## src/rtl/uart_tx_buffered.sv

```systemverilog
// Buffered UART transmitter: valid/ready byte FIFO drained by an 8N1 framer onto txd.
// Define UART_TX_PARITY_EN to add an even-parity bit (8E1 frames).
module uart_tx_buffered #(
  parameter int unsigned CLK_FREQUENCY = 12_000_000,
  parameter int unsigned BAUD          = 115_200,
  parameter int unsigned FIFO_DEPTH    = 16
) (
  input  logic                          clk,
  input  logic                          reset,
  input  logic [7:0]                    tx_data,
  input  logic                          tx_valid,
  output logic                          tx_ready,
  output logic                          txd,
  output logic                          busy,
  output logic [$clog2(FIFO_DEPTH):0]   fifo_count
);

  localparam int unsigned ClksPerBit = CLK_FREQUENCY / BAUD;
  localparam int unsigned CntW       = (ClksPerBit > 1) ? $clog2(ClksPerBit) : 1;
  localparam int unsigned AddrW      = $clog2(FIFO_DEPTH);
  localparam logic [CntW-1:0] LastCnt = CntW'(ClksPerBit - 1);

`ifdef UART_TX_PARITY_EN
  typedef enum logic [2:0] {StIdle, StStart, StData, StParity, StStop} state_e;
`else
  typedef enum logic [2:0] {StIdle, StStart, StData, StStop} state_e;
`endif

  logic [7:0]      mem [FIFO_DEPTH];
  logic [AddrW:0]  wr_ptr_q, rd_ptr_q;
  logic            full, empty, push, pop, bit_done;
  logic [7:0]      head;

  state_e          state_q;
  logic [CntW-1:0] cnt_q;
  logic [2:0]      bit_idx_q;
  logic [7:0]      shift_q;
  logic            txd_q;
  logic            busy_q;
`ifdef UART_TX_PARITY_EN
  logic            parity_q;
`endif

  // Extra pointer MSB distinguishes full from empty when the addresses match.
  assign full       = (wr_ptr_q[AddrW-1:0] == rd_ptr_q[AddrW-1:0]) &&
                      (wr_ptr_q[AddrW] != rd_ptr_q[AddrW]);
  assign empty      = (wr_ptr_q == rd_ptr_q);
  assign tx_ready   = !full;
  assign push       = tx_valid && !full;
  assign fifo_count = wr_ptr_q - rd_ptr_q;
  assign head       = mem[rd_ptr_q[AddrW-1:0]];
  assign bit_done   = (cnt_q == LastCnt);

  // Pop from idle, or on the last stop-bit cycle so frames run back to back.
  assign pop = !empty && ((state_q == StIdle) || ((state_q == StStop) && bit_done));

  assign txd  = txd_q;
  assign busy = busy_q;

  always_ff @(posedge clk) begin
    if (push) begin
      mem[wr_ptr_q[AddrW-1:0]] <= tx_data;
    end
  end

  always_ff @(posedge clk or posedge reset) begin
    if (reset) begin
      wr_ptr_q <= '0;
      rd_ptr_q <= '0;
    end else begin
      if (push) wr_ptr_q <= wr_ptr_q + 1'b1;
      if (pop)  rd_ptr_q <= rd_ptr_q + 1'b1;
    end
  end

  always_ff @(posedge clk or posedge reset) begin
    if (reset) begin
      state_q   <= StIdle;
      cnt_q     <= '0;
      bit_idx_q <= '0;
      shift_q   <= '0;
      txd_q     <= 1'b1;
      busy_q    <= 1'b0;
`ifdef UART_TX_PARITY_EN
      parity_q  <= 1'b0;
`endif
    end else begin
      case (state_q)
        StIdle: begin
          cnt_q <= '0;
          if (pop) begin
            shift_q <= head;
`ifdef UART_TX_PARITY_EN
            parity_q <= ^head;
`endif
            txd_q   <= 1'b0;
            busy_q  <= 1'b1;
            state_q <= StStart;
          end
        end
        StStart: begin
          if (bit_done) begin
            cnt_q     <= '0;
            bit_idx_q <= '0;
            txd_q     <= shift_q[0];
            state_q   <= StData;
          end else begin
            cnt_q <= cnt_q + 1'b1;
          end
        end
        StData: begin
          if (bit_done) begin
            cnt_q <= '0;
            if (bit_idx_q == 3'd7) begin
`ifdef UART_TX_PARITY_EN
              txd_q   <= parity_q;
              state_q <= StParity;
`else
              txd_q   <= 1'b1;
              state_q <= StStop;
`endif
            end else begin
              bit_idx_q <= bit_idx_q + 1'b1;
              shift_q   <= shift_q >> 1;
              txd_q     <= shift_q[1];
            end
          end else begin
            cnt_q <= cnt_q + 1'b1;
          end
        end
`ifdef UART_TX_PARITY_EN
        StParity: begin
          if (bit_done) begin
            cnt_q   <= '0;
            txd_q   <= 1'b1;
            state_q <= StStop;
          end else begin
            cnt_q <= cnt_q + 1'b1;
          end
        end
`endif
        StStop: begin
          if (bit_done) begin
            cnt_q <= '0;
            if (pop) begin
              shift_q <= head;
`ifdef UART_TX_PARITY_EN
              parity_q <= ^head;
`endif
              txd_q   <= 1'b0;
              state_q <= StStart;
            end else begin
              busy_q  <= 1'b0;
              state_q <= StIdle;
            end
          end else begin
            cnt_q <= cnt_q + 1'b1;
          end
        end
        default: begin
          txd_q   <= 1'b1;
          busy_q  <= 1'b0;
          cnt_q   <= '0;
          state_q <= StIdle;
        end
      endcase
    end
  end

endmodule
```

## config.mk

```make
export PLATFORM = sky130hd
export DESIGN_NAME = uart_tx_buffered
export DESIGN_NICKNAME = d
export VERILOG_FILES = /design/src/rtl/uart_tx_buffered.sv
export SDC_FILE = /design/constraint.sdc
export NUM_CORES = 1
export LEC_CHECK = 0
export BUFFER_PORTS_ARGS = -buffer_cell sky130_fd_sc_hd__buf_4
export CORE_MARGIN = 2
export CORE_UTILIZATION = 41
export DETAILED_ROUTE_END_ITERATION = 8
export GPL_TIMING_DRIVEN = 0
export PLACE_DENSITY = 0.58
export SLEW_MARGIN = 20
export SYNTH_ARGS = -nofsm -noshare
export SYNTH_HDL_FRONTEND = slang
export SYNTH_SLANG_ARGS = --single-unit
```

## constraint.sdc

```tcl
create_clock -name clk -period 4 [get_ports clk]
set_input_delay 0.6 -clock clk [delete_from_list [all_inputs] [get_ports clk]]
set_output_delay 0.6 -clock clk [all_outputs]
set_load 0.05 [all_outputs]
```

Word-level counts from Yosys, hierarchy flattened. Memory sizes are Yosys's and may differ from the RTL's. Index checks and enable logic that the tools add are counted.

Bits in registers: 33. RAM bits: 128. Input bits: 11. Output and inout bits: 8. Word-level logic and storage cells: 77. Memories kept: 1.

$add $sub $neg: 5. Equal/unequal tests: 15. Multiplexer cells: 30. Bitwise logic cells: 1. Reductions and logical operators: 17.

Memory list: mem (depth 16, bits a word 8, read ports 1, clocked after memory_dff 0, wr ports 1, RTL line 29) `logic [7:0] mem [FIFO_DEPTH];`.

Operators by type and width (count): $mux 8 (4); $mux 3 (8); $pmux 8 s3 (1); $mux 7 (2); $ne 2x2->1 const B (7); $pmux 3 s4 (1); $reduce_and 4->1 (3); $mux 1 (11); $add 5x1->5 const B (2); $add 7x1->7 const B (1); $eq 7x7->1 const B (1); $eq 3x2->1 const B (2); $pmux 3 s2 (1); $eq 5x5->1 (1); $reduce_and 5->1 (1); $sub 5x5->5 (1); $eq 4x4->1 (1); $logic_and 1x1->1 (4); $pmux 1 s4 (1); $add 3x1->3 const B (1); $eq 3x1->1 const B (1); $eq 3x3->1 const B (1); $logic_not 3->1 (1); $pmux 1 s3 (1); other kinds (9) (10).

Depth between registers and ports, before layout.
Word-level depth: 7. Gate-level depth with buffers: 10. Mapped depth without buffers: 7.

Worst setup path after synthesis. OpenSTA, ideal clock, no wires.

Kind: reg-to-reg. Start point: register rd_ptr_q[2]. End point: memory mem[3][0], enable pin. Setup time: 383 ps. Data arrival time: 2851 ps. Required time: 3617 ps. Setup slack: 765 ps. Cell stages (with the launch flop): 11. Buffers on the path: 3. Period minus slack after synthesis: 3235 ps. Path through: dfrtp_1 -> buf_2 -> buf_2 -> inv_1 -> ha_1 -> nand4_1 -> nand2b_1 -> and2_1 -> clkbuf_1 -> nand2_1 -> nor3_1.

Longest elaborated chain between the ends: 6.

RTL lines: from (decl) (RTL line 30) `logic [AddrW:0] wr_ptr_q, rd_ptr_q;`; from (signal assigned) (RTL line 72) `if (pop) rd_ptr_q <= rd_ptr_q + 1'b1;`; $eq 4x4->1 (RTL line 45) `assign full = (wr_ptr_q[AddrW-1:0] == rd_ptr_q[AddrW-1:0]) &&`; $logic_and 1x1->1 (RTL line 45); $logic_not 1->1; named net tx_ready (RTL line 12) `output logic tx_ready,`; $logic_and 1x1->1 (RTL line 49) `assign push = tx_valid && !full;`; $mux 1 (RTL line 61) `if (push) begin`; $mux 1 (not written as such) (RTL line 62) `mem[wr_ptr_q[AddrW-1:0]] <= tx_data;`; to (decl) (RTL line 29).

The timed path passes the listed nets, and every way through them passes these cells.

Worst setup path after layout.
Start point: register rd_ptr_q[2]. End point: memory mem[8][7], enable pin.

Longest elaborated chain between the ends: 6.

RTL lines (RTL line): $eq 4x4->1 (45); $logic_and 1x1->1 (45); $logic_not 1->1 (49); $logic_and 1x1->1 (49); $mux 1 (61); $mux 1 (not written as such) (62).

Every way passes these cells.

==> run_results.csv <==
group,metric,value,unit
worst_hold_path,hold_class,"primary input to async pin",
timing,fin_skew,0.0102,ns
route,via_per_inst,5.43,
die,die_h,134,um
critical_path,critPathKind,"flip-flop to flip-flop",
critical_path,path_cells,"buf_2 > buf_2 > inv_1 > ha_1 > nand4_1 > nand2b_1 > and2_1 > clkbuf_1 > nand2_1 > nor2_1",
logic_synthesis,syn_inst,421,
finish,drive_above_1_share,0.204,
placed_design,place_ws,0.422,ns
timing,finalSetupTns,0,ns
power_and_ir_drop,irDropWorstVdd,0.549,mV
timing,slew_violations,0,
route,drtPass1Iterations,5,
finish,syn_to_final_growth,14.3,%
run,cap_violations,0,
logic_synthesis,synth_seq_cells,160,
clocking,cts_tree,"done",
clocking,clockRootBuffer,"clkbuf_16",
clocking,hold_buffers,0,
placed_design,gp_congestion,0.827,
timing,rsz0062_at_grt,"no",
logic_synthesis,netlist_area,6880,sq um
clocking,path_clk_slew,0.07,ns
logic_synthesis,synth_common_cells,"128 x edfxtp_1, 31 x dfrtp_1, 25 x nor2_1",
power_and_ir_drop,combPwrFrac,0.177,
critical_path,cp_max_fo,10,
route,drc,0,
critical_path,worst_ep_arrival_time,3.70,ns
route,antenna_left,0,
global_routing,grt_pass1_vias,3729,
critical_path,crit_buf_inv,4,
logic_synthesis,ys.flop_type,"edfxtp_1",
die,coreArea,16500,sq um
placed_design,io_buffers,18,
timing,tightest_slew,0.952,ns
logic_synthesis,ys_types,47,
timing,relSlewSlack,0.363,
critical_path,critical-path-max-stage-delay,0.78,ns
timing,min_period,3.66,ns
logic_synthesis,yosysWarnings,0,
critical_path,path_depth,10,
placed_design,dp_cells,659,
power_and_ir_drop,leakage,2.86,nW
critical_path,start_kind,"flip-flop",
critical_path,cp_slowest_cell,"nor2_1",
route,vias,3750,
global_routing,overflow,0,
clocking,cts_resized,0,
logic_synthesis,synth_most_common_cell,"edfxtp_1",
power_and_ir_drop,power.density,543,nW/um^2
clocking,htreeDepth,4,
critical_path,crit_path_frequent_cell,"buf_2",
timing,hold_viol,0,
logic_synthesis,synthArstFlopShare,0.200,
critical_path,r2r_cells,10,
global_routing,grt_max_degree,33,
die,die-area,17800,sq um
global_routing,grt_pass1_wl,22000,um
logic_synthesis,syn_avg_cell_area,16.3,sq um
die,fp.dieW,134,um
finish,fill_cells,1405,
global_routing,antenna_found_initial,0,
logic_synthesis,synth_top_area_frac,0.559,
power_and_ir_drop,power.net_switching,1.27,mW
logic_synthesis,synth_fp_nets,450,
critical_path,required,4.04,ns
power_and_ir_drop,internal_power,3.00,mW
clocking,cts_buffer_depth,2,
global_routing,grt_usage,0.171,
timing,layout_setup_ws,0.344,ns
clocking,cts_buffers,17,
route,wl_per_cell,21.0,um
timing,period_share,0.914,
logic_synthesis,synth.largest_area_cell,"edfxtp_1",
route,first_iter_violations,393,
logic_synthesis,ys_seq_area_frac,0.676,
clocking,clock_latency,0.43,ns
power_and_ir_drop,p_clk_frac,0.354,
logic_synthesis,synth_edf_count,128,
clocking,cts_setup_buffers,0,
critical_path,critical-path-top-delay-family,"simple AND/OR/NAND/NOR gates",
die,num_rows,47,
clocking,cts.sinks,160,
timing,setup_violations,0,
finish,final_cell_count_no_fill,691,
finish,nets,487,
critical_path,crit_path_end_kind,"flip-flop",
finish,n_antenna_cell,0,
status,status,"finished, final reports clean",
placed_design,hpwl,9750,um
timing,fmax,274,MHz
die,initial_utilization,0.418,
route,wirelength,14500,um
logic_synthesis,synth_area_leaders,"edfxtp_1 56%, dfrtp_1 11%, mux4_2 6.2%",
power_and_ir_drop,swShare,0.297,
die,ios,19,
timing,holdWs,0.286,ns
power_and_ir_drop,p_seq_frac,0.470,
## layout by cell type (no fill, tap or decap), drive strengths merged, types with 4 or more instances in the layout
master / synthesis / final
mux2i: 12 / 12
nor3: 9 / 9
a22oi: 6 / 6
mux2: 9 / 9
ha: 17 / 17
buf: 13 / 31
mux4: 26 / 26
edfxtp: 128 / 128
clkinvlp: 0 / 4
a211oi: 5 / 5
nor2: 25 / 25
nor2b: 7 / 7
dfrtp: 31 / 31
nand4: 6 / 6
nand2: 17 / 17
xnor2: 13 / 13
clkinv: 0 / 4
o22ai: 8 / 8
clkbuf: 8 / 26
a21oi: 10 / 10
o21ai: 7 / 7
inv: 18 / 24
nand2b: 5 / 5
nand3: 9 / 9
## metal layers
metal | track usage | vias to the layer above | part of all wire
li1 | - | 1708 | -
met1 | 0.230 | 1921 | 0.45
met2 | 0.279 | 109 | 0.49
met3 | 0.0365 | 12 | 0.042
met4 | 0.0597 | 0 | 0.011
met5 | 0 | - | 0
## cell type report
cell class                      instances  area, sq um  area share
Clock buffer                           18          429      0.0546
Inverter                               18         67.6     0.00859
Tap cell                              220          275      0.0350
Buffer                                 21          134      0.0170
Multi-Input combinational cell        222         2050       0.261
Sequential cell                       160         4650       0.591
Timing Repair Buffer                   18          135      0.0172
Clock inverter                         14          125      0.0159
## through the flow
step | cell area (sq um) | util | power, mW
2_1_floorplan | 6880 | - | 2.54
3_3_place_gp | 7290 | 0.443 | 2.77
3_5_place_dp | 7310 | 0.444 | 2.80
4_1_cts | 7860 | 0.477 | 4.31
5_1_grt | 7860 | 0.477 | 4.44
6_report | 7860 | 0.477 | 4.27
## state kept, by name, summed over array words and instances (netlist names)
| name | flops |
|---|---|
| cnt_q | 7 |
| bit_idx_q | 3 |
| rd_ptr_q | 5 |
| txd | 1 |
| mem | 128 |
| shift_q | 8 |
| busy | 1 |
| wr_ptr_q | 5 |
| state_q | 2 |
## power by group through the flow
stage	Combinational [mW]	Sequential (mW)	Clock [mW]
floorplan	0.517	2.02	0
global placement	0.741	2.03	0
detailed placement	0.760	2.04	0
CTS	0.763	2.00	1.54
global route	0.811	2.02	1.61
finish	0.753	2.00	1.51
## cells by family (layout without fill, tap and decap cells)
| logic type | count (synthesis) | in the layout | synth area share |
|---|---|---|---|
| adders and majority gates | 18 | 18 | 0.0338 |
| muxes | 47 | 47 | 0.124 |
| DFF | 160 | 160 | 0.676 |
| buffers and inverters | 39 | 89 | 0.0293 |
| and+or+nand+nor | 86 | 86 | 0.0602 |
| xor gates and xnor gates | 16 | 16 | 0.0204 |
| AOI/OAI and AO/OA | 55 | 55 | 0.0562 |
## worst register-to-register path, stage by stage, from the launching register on
cell and delay (ns):
dfrtp_1 0.33, buf_2 0.27, buf_2 0.37, inv_1 0.14, ha_1 0.36, nand4_1 0.15
nand2b_1 0.14, and2_1 0.14, clkbuf_1 0.32, nand2_1 0.27, nor2_1 0.78
## path summary, 6_finish.rpt
kind | end | from | slack, ns
setup / recovery | mem[8][7]$_DFFE_PP_ | rd_ptr_q[2]$_DFFE_PP0P_ | 0.34
hold / removal | cnt_q[0]$_DFF_PP0_ | reset | 0.29
setup reg to reg | mem[8][7]$_DFFE_PP_ | rd_ptr_q[2]$_DFFE_PP0P_ | 0.34
hold reg to reg | cnt_q[0]$_DFF_PP0_ | cnt_q[0]$_DFF_PP0_ | 0.46
max in group asynchronous | bit_idx_q[0]$_DFFE_PP0P_ | reset | 3.27
min in group clk | cnt_q[0]$_DFF_PP0_ | cnt_q[0]$_DFF_PP0_ | 0.46
Note: power is estimated with default switching activity, not from simulation.
